[src/rtl/operand_feeder.sv]
// operand_feeder
//   Walks row-major A (M x N) and B (N x K) through two single-port read
//   memories and emits the operand stream for the matrix-multiply core.
//   For each output tile (i, j) and each reduction index n, Si A beats are
//   emitted (column n of the tile's A rows), followed by Sj B beats (row n of
//   the tile's B columns). The stream has no gaps and no backpressure.
// Ports
//   clk, rst_n               clock, asynchronous active-low reset
//   start                    one-cycle job request, honoured only when idle
//   M_in, N_in, K_in         matrix dimensions, captured on accepted start
//   A_base, B_base           memory base addresses, captured on accepted start
//   A_rd_en/A_rd_addr/A_rd_data  A memory port (1-cycle read latency)
//   B_rd_en/B_rd_addr/B_rd_data  B memory port (1-cycle read latency)
//   A_out/A_valid_out        A operand stream
//   B_out/B_valid_out        B operand stream
//   busy                     high while a job runs
//   done                     one-cycle pulse at job end
module operand_feeder #(
  parameter int DATA_WIDTH  = 64,
  parameter int A_NUM_WIDTH = 3,
  parameter int B_NUM_WIDTH = 3,
  parameter int N_MAX_WIDTH = 32,
  parameter int ADDR_WIDTH  = 16
) (
  input  logic                   clk,
  input  logic                   rst_n,
  input  logic                   start,
  input  logic [N_MAX_WIDTH-1:0] M_in,
  input  logic [N_MAX_WIDTH-1:0] N_in,
  input  logic [N_MAX_WIDTH-1:0] K_in,
  input  logic [ADDR_WIDTH-1:0]  A_base,
  input  logic [ADDR_WIDTH-1:0]  B_base,
  output logic                   A_rd_en,
  output logic [ADDR_WIDTH-1:0]  A_rd_addr,
  input  logic [DATA_WIDTH-1:0]  A_rd_data,
  output logic                   B_rd_en,
  output logic [ADDR_WIDTH-1:0]  B_rd_addr,
  input  logic [DATA_WIDTH-1:0]  B_rd_data,
  output logic [DATA_WIDTH-1:0]  A_out,
  output logic                   A_valid_out,
  output logic [DATA_WIDTH-1:0]  B_out,
  output logic                   B_valid_out,
  output logic                   busy,
  output logic                   done
);

  typedef enum logic [2:0] {S_IDLE, S_A_PH, S_B_PH, S_DRAIN, S_FIN} state_t;

  localparam logic [ADDR_WIDTH-1:0]  SJ_STEP = ADDR_WIDTH'(1 << B_NUM_WIDTH);
  localparam logic [N_MAX_WIDTH-1:0] ONE     = N_MAX_WIDTH'(1);

  state_t state_q, state_d;

  logic [N_MAX_WIDTH-1:0] tm_q, tk_q, nn_q;
  logic [N_MAX_WIDTH-1:0] i_q, j_q, n_q;
  logic [A_NUM_WIDTH-1:0] ii_q;
  logic [B_NUM_WIDTH-1:0] jj_q;

  // Running pointers replace the address multipliers:
  //   a_blk_q  = A_base + i*Si*N         a_row0_q = a_blk_q + n
  //   a_ptr_q  = a_row0_q + ii*N
  //   b_col0_q = B_base + j*Sj           b_row0_q = b_col0_q + n*K
  //   b_ptr_q  = b_row0_q + jj
  logic [ADDR_WIDTH-1:0] n_step_q, k_step_q, b_base_q;
  logic [ADDR_WIDTH-1:0] a_blk_q, a_row0_q, a_ptr_q;
  logic [ADDR_WIDTH-1:0] b_col0_q, b_row0_q, b_ptr_q;

  logic [N_MAX_WIDTH-1:0] tm_in, tk_in;
  logic start_ok, a_last, b_last, n_last, j_last, i_last, job_last;

  logic                  a_valid_q, b_valid_q;
  logic [DATA_WIDTH-1:0] a_hold_q, b_hold_q;

  always_comb begin
    tm_in    = M_in >> A_NUM_WIDTH;
    tk_in    = K_in >> B_NUM_WIDTH;
    start_ok = start && (tm_in != '0) && (tk_in != '0) && (N_in != '0);
    a_last   = (ii_q == '1);
    b_last   = (jj_q == '1);
    n_last   = (n_q == nn_q - ONE);
    j_last   = (j_q == tk_q - ONE);
    i_last   = (i_q == tm_q - ONE);
    job_last = i_last && j_last && n_last;
  end

  always_ff @(posedge clk or negedge rst_n) begin
    if (!rst_n) state_q <= S_IDLE;
    else        state_q <= state_d;
  end

  always_comb begin
    state_d = state_q;
    A_rd_en = 1'b0;
    B_rd_en = 1'b0;
    busy    = 1'b1;
    done    = 1'b0;
    case (state_q)
      S_IDLE: begin
        busy = 1'b0;
        if (start_ok) state_d = S_A_PH;
      end
      S_A_PH: begin
        A_rd_en = 1'b1;
        if (a_last) state_d = S_B_PH;
      end
      S_B_PH: begin
        B_rd_en = 1'b1;
        if (b_last) state_d = job_last ? S_DRAIN : S_A_PH;
      end
      S_DRAIN: state_d = S_FIN;
      S_FIN: begin
        done    = 1'b1;
        state_d = S_IDLE;
      end
      default: state_d = S_IDLE;
    endcase
  end

  assign A_rd_addr = a_ptr_q;
  assign B_rd_addr = b_ptr_q;

  always_ff @(posedge clk or negedge rst_n) begin
    if (!rst_n) begin
      tm_q     <= '0;
      tk_q     <= '0;
      nn_q     <= '0;
      i_q      <= '0;
      j_q      <= '0;
      n_q      <= '0;
      ii_q     <= '0;
      jj_q     <= '0;
      n_step_q <= '0;
      k_step_q <= '0;
      b_base_q <= '0;
      a_blk_q  <= '0;
      a_row0_q <= '0;
      a_ptr_q  <= '0;
      b_col0_q <= '0;
      b_row0_q <= '0;
      b_ptr_q  <= '0;
    end else begin
      case (state_q)
        S_IDLE: if (start_ok) begin
          tm_q     <= tm_in;
          tk_q     <= tk_in;
          nn_q     <= N_in;
          i_q      <= '0;
          j_q      <= '0;
          n_q      <= '0;
          ii_q     <= '0;
          jj_q     <= '0;
          n_step_q <= ADDR_WIDTH'(N_in);
          k_step_q <= ADDR_WIDTH'(K_in);
          b_base_q <= B_base;
          a_blk_q  <= A_base;
          a_row0_q <= A_base;
          a_ptr_q  <= A_base;
          b_col0_q <= B_base;
          b_row0_q <= B_base;
          b_ptr_q  <= B_base;
        end
        S_A_PH: begin
          ii_q <= ii_q + 1'b1;
          if (!a_last) a_ptr_q <= a_ptr_q + n_step_q;
        end
        S_B_PH: begin
          jj_q <= jj_q + 1'b1;
          if (!b_last) begin
            b_ptr_q <= b_ptr_q + 1'b1;
          end else if (!job_last) begin
            // Next A/B phase starts on the following cycle, so both pointers
            // are loaded with the first address of the next (i, j, n) step.
            if (!n_last) begin
              n_q      <= n_q + ONE;
              a_row0_q <= a_row0_q + 1'b1;
              a_ptr_q  <= a_row0_q + 1'b1;
              b_row0_q <= b_row0_q + k_step_q;
              b_ptr_q  <= b_row0_q + k_step_q;
            end else if (!j_last) begin
              n_q      <= '0;
              j_q      <= j_q + ONE;
              a_row0_q <= a_blk_q;
              a_ptr_q  <= a_blk_q;
              b_col0_q <= b_col0_q + SJ_STEP;
              b_row0_q <= b_col0_q + SJ_STEP;
              b_ptr_q  <= b_col0_q + SJ_STEP;
            end else begin
              n_q      <= '0;
              j_q      <= '0;
              i_q      <= i_q + ONE;
              a_blk_q  <= a_blk_q + (n_step_q << A_NUM_WIDTH);
              a_row0_q <= a_blk_q + (n_step_q << A_NUM_WIDTH);
              a_ptr_q  <= a_blk_q + (n_step_q << A_NUM_WIDTH);
              b_col0_q <= b_base_q;
              b_row0_q <= b_base_q;
              b_ptr_q  <= b_base_q;
            end
          end
        end
        default: ;
      endcase
    end
  end

  // Read data arrives one cycle after the request; outputs pass it through
  // while valid and otherwise hold the last delivered operand.
  always_ff @(posedge clk or negedge rst_n) begin
    if (!rst_n) begin
      a_valid_q <= 1'b0;
      b_valid_q <= 1'b0;
      a_hold_q  <= '0;
      b_hold_q  <= '0;
    end else begin
      a_valid_q <= A_rd_en;
      b_valid_q <= B_rd_en;
      if (a_valid_q) a_hold_q <= A_rd_data;
      if (b_valid_q) b_hold_q <= B_rd_data;
    end
  end

  always_comb begin
    A_valid_out = a_valid_q;
    B_valid_out = b_valid_q;
    A_out       = a_valid_q ? A_rd_data : a_hold_q;
    B_out       = b_valid_q ? B_rd_data : b_hold_q;
  end

endmodule

[config.mk]
export PLATFORM = sky130hd
export DESIGN_NAME = operand_feeder
export DESIGN_NICKNAME = d
export VERILOG_FILES = /design/src/rtl/operand_feeder.sv
export SDC_FILE = /design/constraint.sdc
export NUM_CORES = 1
export LEC_CHECK = 0
export ABC_CLOCK_PERIOD_IN_PS = 12000
export CAP_MARGIN = 20
export CORE_MARGIN = 8
export CORE_UTILIZATION = 45
export DETAILED_ROUTE_END_ITERATION = 8
export PLACE_DENSITY = 0.69
export SYNTH_ARGS = -nofsm -noshare
export SYNTH_HDL_FRONTEND = slang
export SYNTH_SLANG_ARGS = --single-unit
[constraint.sdc]
create_clock -name clk -period 12 [get_ports clk]
set_clock_uncertainty 0.2 [all_clocks]
set_input_delay 1.8 -clock clk [delete_from_list [all_inputs] [get_ports clk]]
set_output_delay 1.8 -clock clk [all_outputs]
set_load 0.01 [all_outputs]
==> results of run 1 <==
worst reg2reg max path: cells and delay by family, from the launching register on:
family / cells / cell delay (ps)
fa+ha+maj: 1 / 190
flops: 1 / 460
buf+inv: 2 / 880
mux: 1 / 470
compound gates: 5 / 1790
simple gates: 4 / 1960
cells in the mapped netlist (9+ instances only):
| cell type | n | area, sq um |
|---|---|---|
| sky130_fd_sc_hd__dfrtp_1 | 440 | 11000 |
| sky130_fd_sc_hd__nand2_1 | 263 | 987 |
| sky130_fd_sc_hd__mux2_2 | 230 | 2590 |
| sky130_fd_sc_hd__nor2_1 | 165 | 619 |
| sky130_fd_sc_hd__a21oi_1 | 154 | 771 |
| sky130_fd_sc_hd__o21ai_0 | 129 | 646 |
| sky130_fd_sc_hd__clkbuf_1 | 124 | 465 |
| sky130_fd_sc_hd__xnor2_1 | 110 | 963 |
| sky130_fd_sc_hd__nand3_1 | 94 | 470 |
| sky130_fd_sc_hd__nor3_1 | 76 | 380 |
| sky130_fd_sc_hd__o31ai_1 | 75 | 563 |
| sky130_fd_sc_hd__or4_1 | 75 | 563 |
| sky130_fd_sc_hd__xor2_1 | 73 | 639 |
| sky130_fd_sc_hd__ha_1 | 55 | 688 |
| sky130_fd_sc_hd__nand4_1 | 55 | 344 |
| sky130_fd_sc_hd__and3_1 | 53 | 332 |
| sky130_fd_sc_hd__nor4_1 | 50 | 313 |
| sky130_fd_sc_hd__inv_1 | 48 | 180 |
| sky130_fd_sc_hd__or3_1 | 45 | 282 |
| sky130_fd_sc_hd__a31oi_1 | 37 | 231 |
| sky130_fd_sc_hd__o211ai_1 | 33 | 248 |
| sky130_fd_sc_hd__mux2i_1 | 28 | 280 |
| sky130_fd_sc_hd__buf_2 | 23 | 115 |
| sky130_fd_sc_hd__a211oi_1 | 20 | 150 |
| sky130_fd_sc_hd__nand2b_1 | 20 | 125 |
| sky130_fd_sc_hd__nor2b_1 | 19 | 119 |
| sky130_fd_sc_hd__o21a_1 | 19 | 143 |
| sky130_fd_sc_hd__and4_1 | 14 | 123 |
| sky130_fd_sc_hd__a21o_1 | 13 | 97.6 |
| sky130_fd_sc_hd__buf_1 | 12 | 45.0 |
| sky130_fd_sc_hd__nand4b_1 | 12 | 105 |
| sky130_fd_sc_hd__o22a_1 | 12 | 105 |
| sky130_fd_sc_hd__or2_2 | 12 | 75.1 |
| sky130_fd_sc_hd__a2bb2oi_1 | 11 | 96.3 |
| sky130_fd_sc_hd__o2111ai_1 | 11 | 96.3 |
| sky130_fd_sc_hd__and2_1 | 10 | 62.6 |
| sky130_fd_sc_hd__nand3b_1 | 10 | 75.1 |
| sky130_fd_sc_hd__a211o_1 | 9 | 78.8 |
path summary, 6_finish.rpt:
path / start / to / slack, ps / cells past startpoint
setup / recovery: k_step_q[3] / b_col0_q[3] / 5950 / 13
min in group asynchronous: rst_n / A_rd_addr[3] / 1070 / 1
hold reg to reg: b_base_q[5] / b_base_q[5] / 270 / 2
max in group asynchronous: rst_n / B_valid_out / 8960 / 2
hold / removal: b_base_q[5] / b_base_q[5] / 270 / 2
setup reg to reg: k_step_q[3] / b_col0_q[3] / 5950 / 13
power by group through the flow:
stage          logic, mW  registers, mW  clock network (mW)
2_1_floorplan       2.78           2.41                   0
3_3_place_gp        3.92           2.65                   0
3_5_place_dp        4.02           2.67                   0
4_1_cts             4.06           2.65                1.64
5_1_grt             4.44           2.73                1.70
6_report            4.08           2.66                1.60
routing by layer:
| layer | share of wire | global-route usage | vias up |
|---|---|---|---|
| met2 | 0.50 | 0.435 | 927 |
| met1 | 0.40 | 0.304 | 11642 |
| li1 | - | - | 11012 |
| met3 | 0.067 | 0.0402 | 163 |
| met5 | 0.000081 | 0 | - |
| met4 | 0.033 | 0.0890 | 2 |
area by class of cell:
type	count	area [sq um]	share of cell area
antenna	2	5.00	0.000151
clock buffer	73	1500	0.0453
clock inverter	19	225	0.00680
inverter	49	184	0.00555
multi-input combinational	2127	14700	0.444
sequential	440	11000	0.333
tap	773	967	0.0292
timing repair buffer	454	4510	0.136
flip-flops by register name, summed over array words and instances (netlist names), 17 cells and up:
signal	count
a_hold_q	64
b_hold_q	64
i_q	32
j_q	32
n_q	32
nn_q	32
tk_q	17
tm_q	29
through the flow:
step | util | area (sq um) | hold WS, ps | worst slack (ps) | total power, mW
6_report | 0.564 | 33100 | 272 | 5950 | 8.34
5_1_grt | 0.564 | 33100 | 284 | 5570 | 8.87
4_1_cts | 0.563 | 33000 | 273 | 5670 | 8.35
3_5_place_dp | 0.534 | 31300 | 258 | 5390 | 6.70
3_3_place_gp | 0.534 | 31300 | 253 | 5520 | 6.57
2_1_floorplan | - | 26500 | 240 | 7800 | 5.19
cells by family after synthesis:
group,synth area share
AOI/OAI and AO/OA,0.153
xor gates and xnor gates,0.0613
DFF,0.415
and+or+nand+nor,0.201
muxes,0.108
buffers and inverters,0.0323
adders and majority gates,0.0282
==> parameters.txt, run 1 <==
Parameter                              Value

Floorplan
  Placeable core region ... slightly below 60000 sq um
  Placement row count ... 89
  Num ports ... about 430
  Die height ... roughly 260 um
  Die outline width ... 259 um
  Die Outline Area ... 67000 sq um
  Starting density of the core ... 0.452

Yosys
  Share of async-settable or async-resettable flops after synthesis ... 1.00
  Mapped Area ... between 20000 and 30000 sq um
  Number of storage elements in the synthesis netlist ... between 400 and 500
  Mean Syn Cell Area ... 9.54 sq um
  Count of yosys warnings during synthesis ... 0
  Net Count, Synth ... ~3100
  Number of standard cells after synthesis ... approximately 2800
  Count of cell types in the netlist ... 88
  Top FF cell, synth ... sky130_fd_sc_hd__dfrtp_1
  Number of synthesized flops with an enable pin ... 0
  Post-synthesis sequential area ratio ... 0.415

Place
  Number of buffers inserted by port buffering ... 421
  Total instance count after detailed placement ... roughly 3800
  DPL Wire Length ... ~63000 um
  GPL Wtd Cong ... between 0.9 and 1

Timing
  Unrepaired setup endpoints after global routing ... false
  Worst slew margin relative to its limit ... 0.319
  Final setup fails ... 0
  Actual slew at the worst max-slew pin ... just over 1000 ps
  Min cycle time layout ... ~6000 ps
  Period utilization ... 0.504
  Max-slew violations ... 0
  Achievable clock frequency ... between 150 and 200 MHz
  Final TNS setup ... 0 ps
  Hold Fails Final Rpt ... 0

CTS
  CTS root buf ... sky130_fd_sc_hd__clkbuf_16
  H-tree Lvls ... 2
  CTS tree ... built
  Source-to-sink clock delay at the later pin of the worst-skew pair ... between 600 and 700 ps
  Clock-pin slew of the registers on the worst-case setup and hold paths ... roughly 60 ps
  Number of sinks handled by clock tree synthesis ... 440
  Buffers inserted during post-CTS setup optimization ... 0
  CTS Hold Bufs ... 0
  Clock buffer count from CTS ... about 50
  CTS Buffer Depth ... 3
  Number of gates resized after CTS ... 0

Drt
  Residual antenna-violating net count after detailed routing ... 0
  Wire length after detailed routing ... about 87000 um
  Number of violations reported at the end of detailed-routing iteration 0 ... 1944
  Vias after detailed routing ... between 20000 and 25000
  First-pass iteration count of the detailed router ... 5
  DRC violation count after routing ... 0
  Post-DR wirelength/cell ... 22.0 um
  Vias per cell ... approximately 6.0

Power and ir drop
  Share of total power in combinational logic ... 0.489
  Total internal power ... a little under 5 mW
  Leakage power ... 13.2 nW
  Cell area power density ... ~250 nW/um^2
  Proportion of power drawn by the clock network ... 0.192
  Worst ir drop on vdd ... ~240 uV
  Switching power summed over all nets ... 3.39 mW
  Part of the power in registers ... 0.319
  Switching share of total power ... 0.407

Critical path
  Crit start category ... flop
  Category of the worst setup path capture point ... flop
  Required arrival time at the worst endpoint ... about 12000 ps
  Combined buffer and inverter count along the critical path ... 2
  Max stage delay on crit path ... ~760 ps
  Crit-path max FO ... between 80 and 90
  Crit-path slowest cell ... sky130_fd_sc_hd__buf_4
  Crit path DAT ... approximately 6400 ps
  Critical path class ... flop to flop
  Critical path cell sequence ... inv_1, ha_1, nor3b_2, nand4_1, mux2_2, nor3_1, o2111a_1, o2111ai_1, nor4_4, a31o_4, buf_4, o21ai_0, o31ai_1
  CP delay by family, top ... simple AND/OR/NAND/NOR gates

Cells and area
  Post-Layout Cell Count ... between 3000 and 4000
  Net count of the finished layout ... 3440
  Commonest non-fill, non-tap cell in the layout ... sky130_fd_sc_hd__dfrtp_1
  Commonest cells after routing, fill and taps aside ... 438 x sky130_fd_sc_hd__dfrtp_1, 420 x sky130_fd_sc_hd__clkdlybuf4s50_1, 262 x sky130_fd_sc_hd__nand2_1
  Share of final-layout standard cells stronger than drive strength 1 ... 0.125
  Filler instances ... 5080
  Signed area change from the synthesized netlist to the final layout ... 24.9%

GRT
  Antenna violations before repair ... 2
  Pin count of the biggest net entering global routing ... approximately 120
  Total Routing Usage GR ... 0.247
  Vias in the first global route ... roughly 24000
  Wire length of the first global-routing pass ... ~130000 um
  Grt ovf ... 0

Min path
  Path type of the worst min-delay path ... flop to flop

Run
  Maximum capacitance violations ... 0

Status
  Run status ... completed
No activity file was read; power rests on OpenSTA's default activity.
==> run 2: changes to the inputs <==
Settings changed: ABC_CLOCK_PERIOD_IN_PS 12000 to 5500, PLACE_DENSITY 0.69 to 0.72.
Clock period 12 ns to 5.5 ns, I/O delays scaled along.
==> parameters.txt, run 2 (synthesized netlist as in run 1, its figures left out) <==
Parameter                              Value

GRT
  Met3 layer usage reported by global route ... 0.0441
  Global routing's busiest layer ... met2
  Antenna violations before repair ... 2
  Total Routing Usage GR ... 0.246
  Pin count of the biggest net entering global routing ... between 100 and 150
  Wire length of the first global-routing pass ... 134000 um
  Grt met1 use ... 0.307
  Vias in the first global route ... 23802
  Grt met2 use ... 0.421
  Grt ovf ... 0

Critical path
  Category of the worst setup path capture point ... flop
  Required arrival time at the worst endpoint ... slightly below 6000 ps
  Critical path cell sequence ... inv_1, ha_1, nor3b_1, nand3_1, or3_1, xnor2_1, nand4b_1, or4_1, nor4_4, a31o_4, buf_12, buf_4, a211oi_1, a21o_1
  Crit path DAT ... roughly 5300 ps
  Crit start category ... flop
  Crit Reg-Reg Endpoint ... a_row0_q[0]
  Max stage delay on crit path ... between 600 and 700 ps
  Critical path class ... flop to flop
  Crit-path max FO ... 49
  Worst reg-to-reg setup slack ... roughly 500 ps
  Launching point of the worst reg2reg path ... tm_q[0]
  Crit-path slowest cell ... sky130_fd_sc_hd__or4_1
  Worst-case reg-to-reg path depth ... 14

CTS
  Clock buffer count from CTS ... between 40 and 50
  CTS tree ... built
  Clock-pin slew of the registers on the worst-case setup and hold paths ... roughly 70 ps
  H-tree Lvls ... 2
  CTS root buf ... sky130_fd_sc_hd__clkbuf_16
  Buffers inserted during post-CTS setup optimization ... 0
  Number of gates resized after CTS ... 0
  Source-to-sink clock delay at the later pin of the worst-skew pair ... 600 ps
  CTS Hold Bufs ... 0
  Number of sinks handled by clock tree synthesis ... 440
  CTS Buffer Depth ... 3

Timing
  Hold Fails Final Rpt ... 0
  Actual slew at the worst max-slew pin ... a little over 1000 ps
  Worst slew margin relative to its limit ... 0.329
  Max-slew violations ... 0
  Final TNS setup ... 0 ps
  Min setup slack post-route ... 492 ps
  Min cycle time layout ... 5010 ps
  Period utilization ... 0.911
  Final setup fails ... 0
  Achievable clock frequency ... 200 MHz
  Unrepaired setup endpoints after global routing ... false

Run
  Maximum capacitance violations ... 0

Floorplan
  Placeable core region ... ~59000 sq um
  Placement row count ... 89
  Die height ... approximately 260 um
  Num ports ... 425
  Die outline width ... approximately 260 um
  Starting density of the core ... 0.452
  Die Outline Area ... ~67000 sq um

Power and ir drop
  Part of the power in registers ... 0.316
  Share of total power in combinational logic ... 0.490
  Cell area power density ... around 550 nW/um^2
  Switching share of total power ... 0.405
  Switching power summed over all nets ... 7.44 mW
  Proportion of power drawn by the clock network ... 0.194
  Worst ir drop on vdd ... between 300 and 400 uV
  Leakage power ... 13.3 nW
  Total internal power ... between 10 and 15 mW

Cells and area
  Commonest cells after routing, fill and taps aside ... 438 x sky130_fd_sc_hd__dfrtp_1, 420 x sky130_fd_sc_hd__clkdlybuf4s50_1, 262 x sky130_fd_sc_hd__nand2_1
  Top flop regs ... a_hold_q (64), b_hold_q (64)
  Signed area change from the synthesized netlist to the final layout ... 25.7%
  Commonest non-fill, non-tap cell in the layout ... sky130_fd_sc_hd__dfrtp_1
  Net count of the finished layout ... approximately 3500
  Area of all placed cells without fillers ... between 30000 and 40000 sq um
  Share of final-layout standard cells stronger than drive strength 1 ... 0.131

Drt
  Wire length after detailed routing ... roughly 86000 um
  Post-DR wirelength/cell ... roughly 22 um
  Vias per cell ... roughly 6.1
  First-pass iteration count of the detailed router ... 6
  DRC violation count after routing ... 0
  Number of violations reported at the end of detailed-routing iteration 0 ... approximately 1800
  Residual antenna-violating net count after detailed routing ... 0
  Vias after detailed routing ... approximately 24000

Place
  GPL Wtd Cong ... between 0.9 and 1
  Worst setup timing slack at the placement stage ... ~500 ps
  Number of buffers inserted by port buffering ... between 400 and 500
  Placed Area ... 31600 sq um
  DPL Wire Length ... between 60000 and 70000 um

Status
  Run status ... completed

Min path
  Path type of the worst min-delay path ... primary input to asynchronous set/reset pin
## run 2: cell count changes in the layout (fill, tap and decap cells not counted), sizes merged
cell    change
buf        +21
clkbuf     -11
bufinv      +5
inv         +3
clkinv      +1
diode       -1
## run 2: layout make-up
| cell class | instances | area, sq um |
|---|---|---|
| Multi-Input combinational cell | 2127 | 14700 |
| Inverter | 49 | 184 |
| Fill cell | 4955 | 25400 |
| Timing Repair Buffer | 475 | 4710 |
| Tap cell | 773 | 967 |
| Clock buffer | 62 | 1350 |
| Clock inverter | 28 | 395 |
| Sequential cell | 440 | 11000 |
| Antenna cell | 1 | 2.50 |
## run 2: layer usage
layer | wire [um] | part of all wire
met1 | 34900 | 0.40
met2 | 41700 | 0.48
met3 | 6300 | 0.073
met4 | 3340 | 0.039
met5 | 0 | 0
## run 2: power by group through the flow
stage | Sequential (mW) | Combinational, mW | Clock, mW
final | 5.81 | 9.01 | 3.58
after global routing | 5.97 | 9.82 | 3.77
after CTS | 5.79 | 8.99 | 3.65
after detailed placement | 5.84 | 8.93 | 0
after global placement | 5.76 | 8.68 | 0
after floorplan | 5.26 | 6.06 | 0
## run 2: worst max-delay path: cells and delay by family, from the launching register on
kind / cells / cell delay (ps)
XOR/XNOR: 1 / 150
buffers and inverters: 3 / 630
AND/OR/NAND/NOR: 6 / 2410
flip-flops: 1 / 470
AO/OA/AOI/OAI: 3 / 690
adder cells (fa/ha/maj): 1 / 340
## run 2: stage by stage
step | power, mW | hold slack [ps] | util | instances
6_report | 18.4 | 69.1 | 0.568 | 3955
5_1_grt | 19.6 | 148 | 0.568 | 3955
4_1_cts | 18.4 | 119 | 0.568 | 3954
3_5_place_dp | 14.8 | 263 | 0.538 | 3864
3_3_place_gp | 14.4 | 255 | 0.538 | 3864
2_1_floorplan | 11.3 | 240 | - | 2781
## run 2: worst max-delay path by stage
stage | startpoint | to | slack, ps
finish | tm_q[0] | a_row0_q[0] | 490
floorplan | tm_q[0] | a_row0_q[0] | 1300
global placement | tm_q[0] | a_row0_q[0] | 640
global route | k_step_q[13] | a_row0_q[10] | 180
detailed placement | tm_q[0] | a_row0_q[0] | 510
CTS | tm_q[0] | a_row0_q[0] | 480
==> run 3: changes to the inputs <==
--- a/config.mk
+++ b/config.mk
@@ -10,4 +10,5 @@
 export CORE_MARGIN = 8
 export CORE_UTILIZATION = 45
+export CTS_BUF_LIST = sky130_fd_sc_hd__clkbuf_4 sky130_fd_sc_hd__clkbuf_8
 export DETAILED_ROUTE_END_ITERATION = 8
 export PLACE_DENSITY = 0.72
==> constraint.sdc (replaced) <==
create_clock -name clk -period 5.5 [get_ports clk]
set_clock_uncertainty 0.2 [all_clocks]
set_input_delay 1.1 -clock clk [delete_from_list [all_inputs] [get_ports clk]]
set_output_delay 1.1 -clock clk [all_outputs]
set_load 0.01 [all_outputs]
==> parameters.txt, run 3 (synthesized netlist as in run 1, its figures left out) <==
Parameter                              Value

Timing
  Period utilization ... 0.925
  Hold Fails Final Rpt ... 0
  Unrepaired setup endpoints after global routing ... false
  Hold Worst Slack ... between 200 and 250 ps
  Min cycle time layout ... about 5000 ps
  Final TNS setup ... 0 ps
  Actual slew at the worst max-slew pin ... approximately 980 ps
  Max-slew violations ... 0
  Worst slew margin relative to its limit ... 0.344
  Final setup fails ... 0
  Achievable clock frequency ... between 150 and 200 MHz

Cells and area
  Commonest cells after routing, fill and taps aside ... 438 x sky130_fd_sc_hd__dfrtp_1, 420 x sky130_fd_sc_hd__clkdlybuf4s50_1, 262 x sky130_fd_sc_hd__nand2_1
  Signed area change from the synthesized netlist to the final layout ... 25.2%
  Top flop regs ... a_hold_q (64), b_hold_q (64)
  Net count of the finished layout ... roughly 3500
  Filler instances ... 5040
  Footprint of the flip-flops and latches ... roughly 11000 sq um
  Share of final-layout standard cells stronger than drive strength 1 ... 0.146
  Commonest non-fill, non-tap cell in the layout ... sky130_fd_sc_hd__dfrtp_1
  Antenna cells ... 0
  Combined area of the multi-input logic cells ... ~15000 sq um

Drt
  DRC violation count after routing ... 0
  Vias per cell ... approximately 6.0
  First-pass iteration count of the detailed router ... 6
  Number of violations reported at the end of detailed-routing iteration 0 ... 2113
  Wire length after detailed routing ... a little under 90000 um
  Vias after detailed routing ... between 20000 and 25000
  Residual antenna-violating net count after detailed routing ... 0
  Post-DR wirelength/cell ... about 22 um

Floorplan
  Placement row count ... a little under 90
  Starting density of the core ... 0.452
  Die height ... between 200 and 300 um
  Num ports ... between 400 and 500
  Die Outline Area ... between 60000 and 70000 sq um
  Die outline width ... 259 um
  Placeable core region ... a little under 60000 sq um

Place
  GPL Wtd Cong ... ~0.9
  DPL Wire Length ... 63800 um
  Number of buffers inserted by port buffering ... about 420

GRT
  Total Routing Usage GR ... 0.249
  Vias in the first global route ... approximately 24000
  Wire length of the first global-routing pass ... approximately 140000 um
  Pin count of the biggest net entering global routing ... roughly 110
  Antenna violations before repair ... 1
  Grt ovf ... 0

Critical path
  Crit path DAT ... ~5500 ps
  CP delay by family, top ... simple AND/OR/NAND/NOR gates
  Max stage delay on crit path ... about 670 ps
  Required arrival time at the worst endpoint ... about 5900 ps
  Crit-path slowest cell ... sky130_fd_sc_hd__or4_1
  Critical path cell sequence ... nor4_2, nand4_1, or4_1, o21ai_1, o211ai_1, or4_1, nor2_4, nor2_2, buf_4, or4_1, a21oi_1
  Category of the worst setup path capture point ... flop
  Crit-path max FO ... 47
  Critical path class ... flop to flop
  Crit-path most repeated cell ... sky130_fd_sc_hd__or4_1
  Crit start category ... flop
  Combined buffer and inverter count along the critical path ... 1

CTS
  Clock-pin slew of the registers on the worst-case setup and hold paths ... 60 ps
  CTS tree ... built
  Source-to-sink clock delay at the later pin of the worst-skew pair ... around 670 ps
  Number of gates resized after CTS ... 0
  CTS Buffer Depth ... 3
  Number of sinks handled by clock tree synthesis ... 440
  CTS Hold Bufs ... 0
  Buffers inserted during post-CTS setup optimization ... 0
  CTS root buf ... sky130_fd_sc_hd__clkbuf_8
  H-tree Lvls ... 3
  Clock buffer count from CTS ... 78

Run
  Maximum capacitance violations ... 0

Power and ir drop
  Worst ir drop on vdd ... between 300 and 400 uV
  Cell area power density ... approximately 540 nW/um^2
  Overall power consumption ... roughly 18 mW
  Leakage power ... roughly 13 nW

Status
  Run status ... completed

Min path
  Path type of the worst min-delay path ... primary input to asynchronous set/reset pin
run 3: changes by cell type in the layout (fill, tap and decap cells not counted), moves of 2 or more:
| cell | change |
|---|---|
| sky130_fd_sc_hd__clkbuf_1 | -8 |
| sky130_fd_sc_hd__clkbuf_4 | +29 |
| sky130_fd_sc_hd__clkbuf_8 | +87 |
| sky130_fd_sc_hd__clkbuf_16 | -51 |
| sky130_fd_sc_hd__bufinv_16 | -7 |
| sky130_fd_sc_hd__clkinv_2 | -2 |
| sky130_fd_sc_hd__clkinv_4 | -2 |
| sky130_fd_sc_hd__buf_4 | -3 |
run 3: where the power goes:
part           switching, mW  leakage [nW]  internal (mW)  total, mW
sequential              1.37          5.47           4.45       5.82
combinational           4.67          7.02           4.33       9.00
clock                   1.42         0.860           1.79       3.20
run 3: path summary, 6_finish.rpt:
kind	from	end	slack (ps)	cells past startpoint
worst max-delay path	nn_q[9]	j_q[21]	410	11
worst min-delay path	rst_n	b_hold_q[34]	240	1
worst max register to register	nn_q[9]	j_q[21]	410	11
worst min register to register	a_blk_q[2]	a_blk_q[2]	270	2
max in group asynchronous	rst_n	n_q[22]	3550	2
min in group clk	a_blk_q[2]	a_blk_q[2]	270	2
run 3: worst reg2reg max path, delay by kind of cell, from the launching register on:
family / cells / cell delay, ps
buffers and inverters: 1 / 330
DFF: 1 / 540
and+or+nand+nor: 7 / 3350
AOI/OAI and AO/OA: 3 / 570
run 3: stage by stage:
stage	util	setup slack (ps)	area, sq um	std cells
2_1_floorplan	-	1300	26500	2781
3_3_place_gp	0.538	601	31600	3862
3_5_place_dp	0.538	526	31600	3862
4_1_cts	0.566	496	33200	3999
5_1_grt	0.566	209	33200	3999
6_report	0.566	411	33200	3999
run 3: layout make-up:
class / count / area share
Clock buffer: 119 / 0.0439
Clock inverter: 18 / 0.00505
Inverter: 49 / 0.00554
Multi-Input combinational cell: 2127 / 0.443
Sequential cell: 440 / 0.332
Tap cell: 773 / 0.0291
Timing Repair Buffer: 473 / 0.142
run 3: metal layers:
layer | global-route usage | wire, um
met1 | 0.315 | 35200
met2 | 0.417 | 41500
met3 | 0.0466 | 6690
met4 | 0.102 | 3120
met5 | 0 | 13
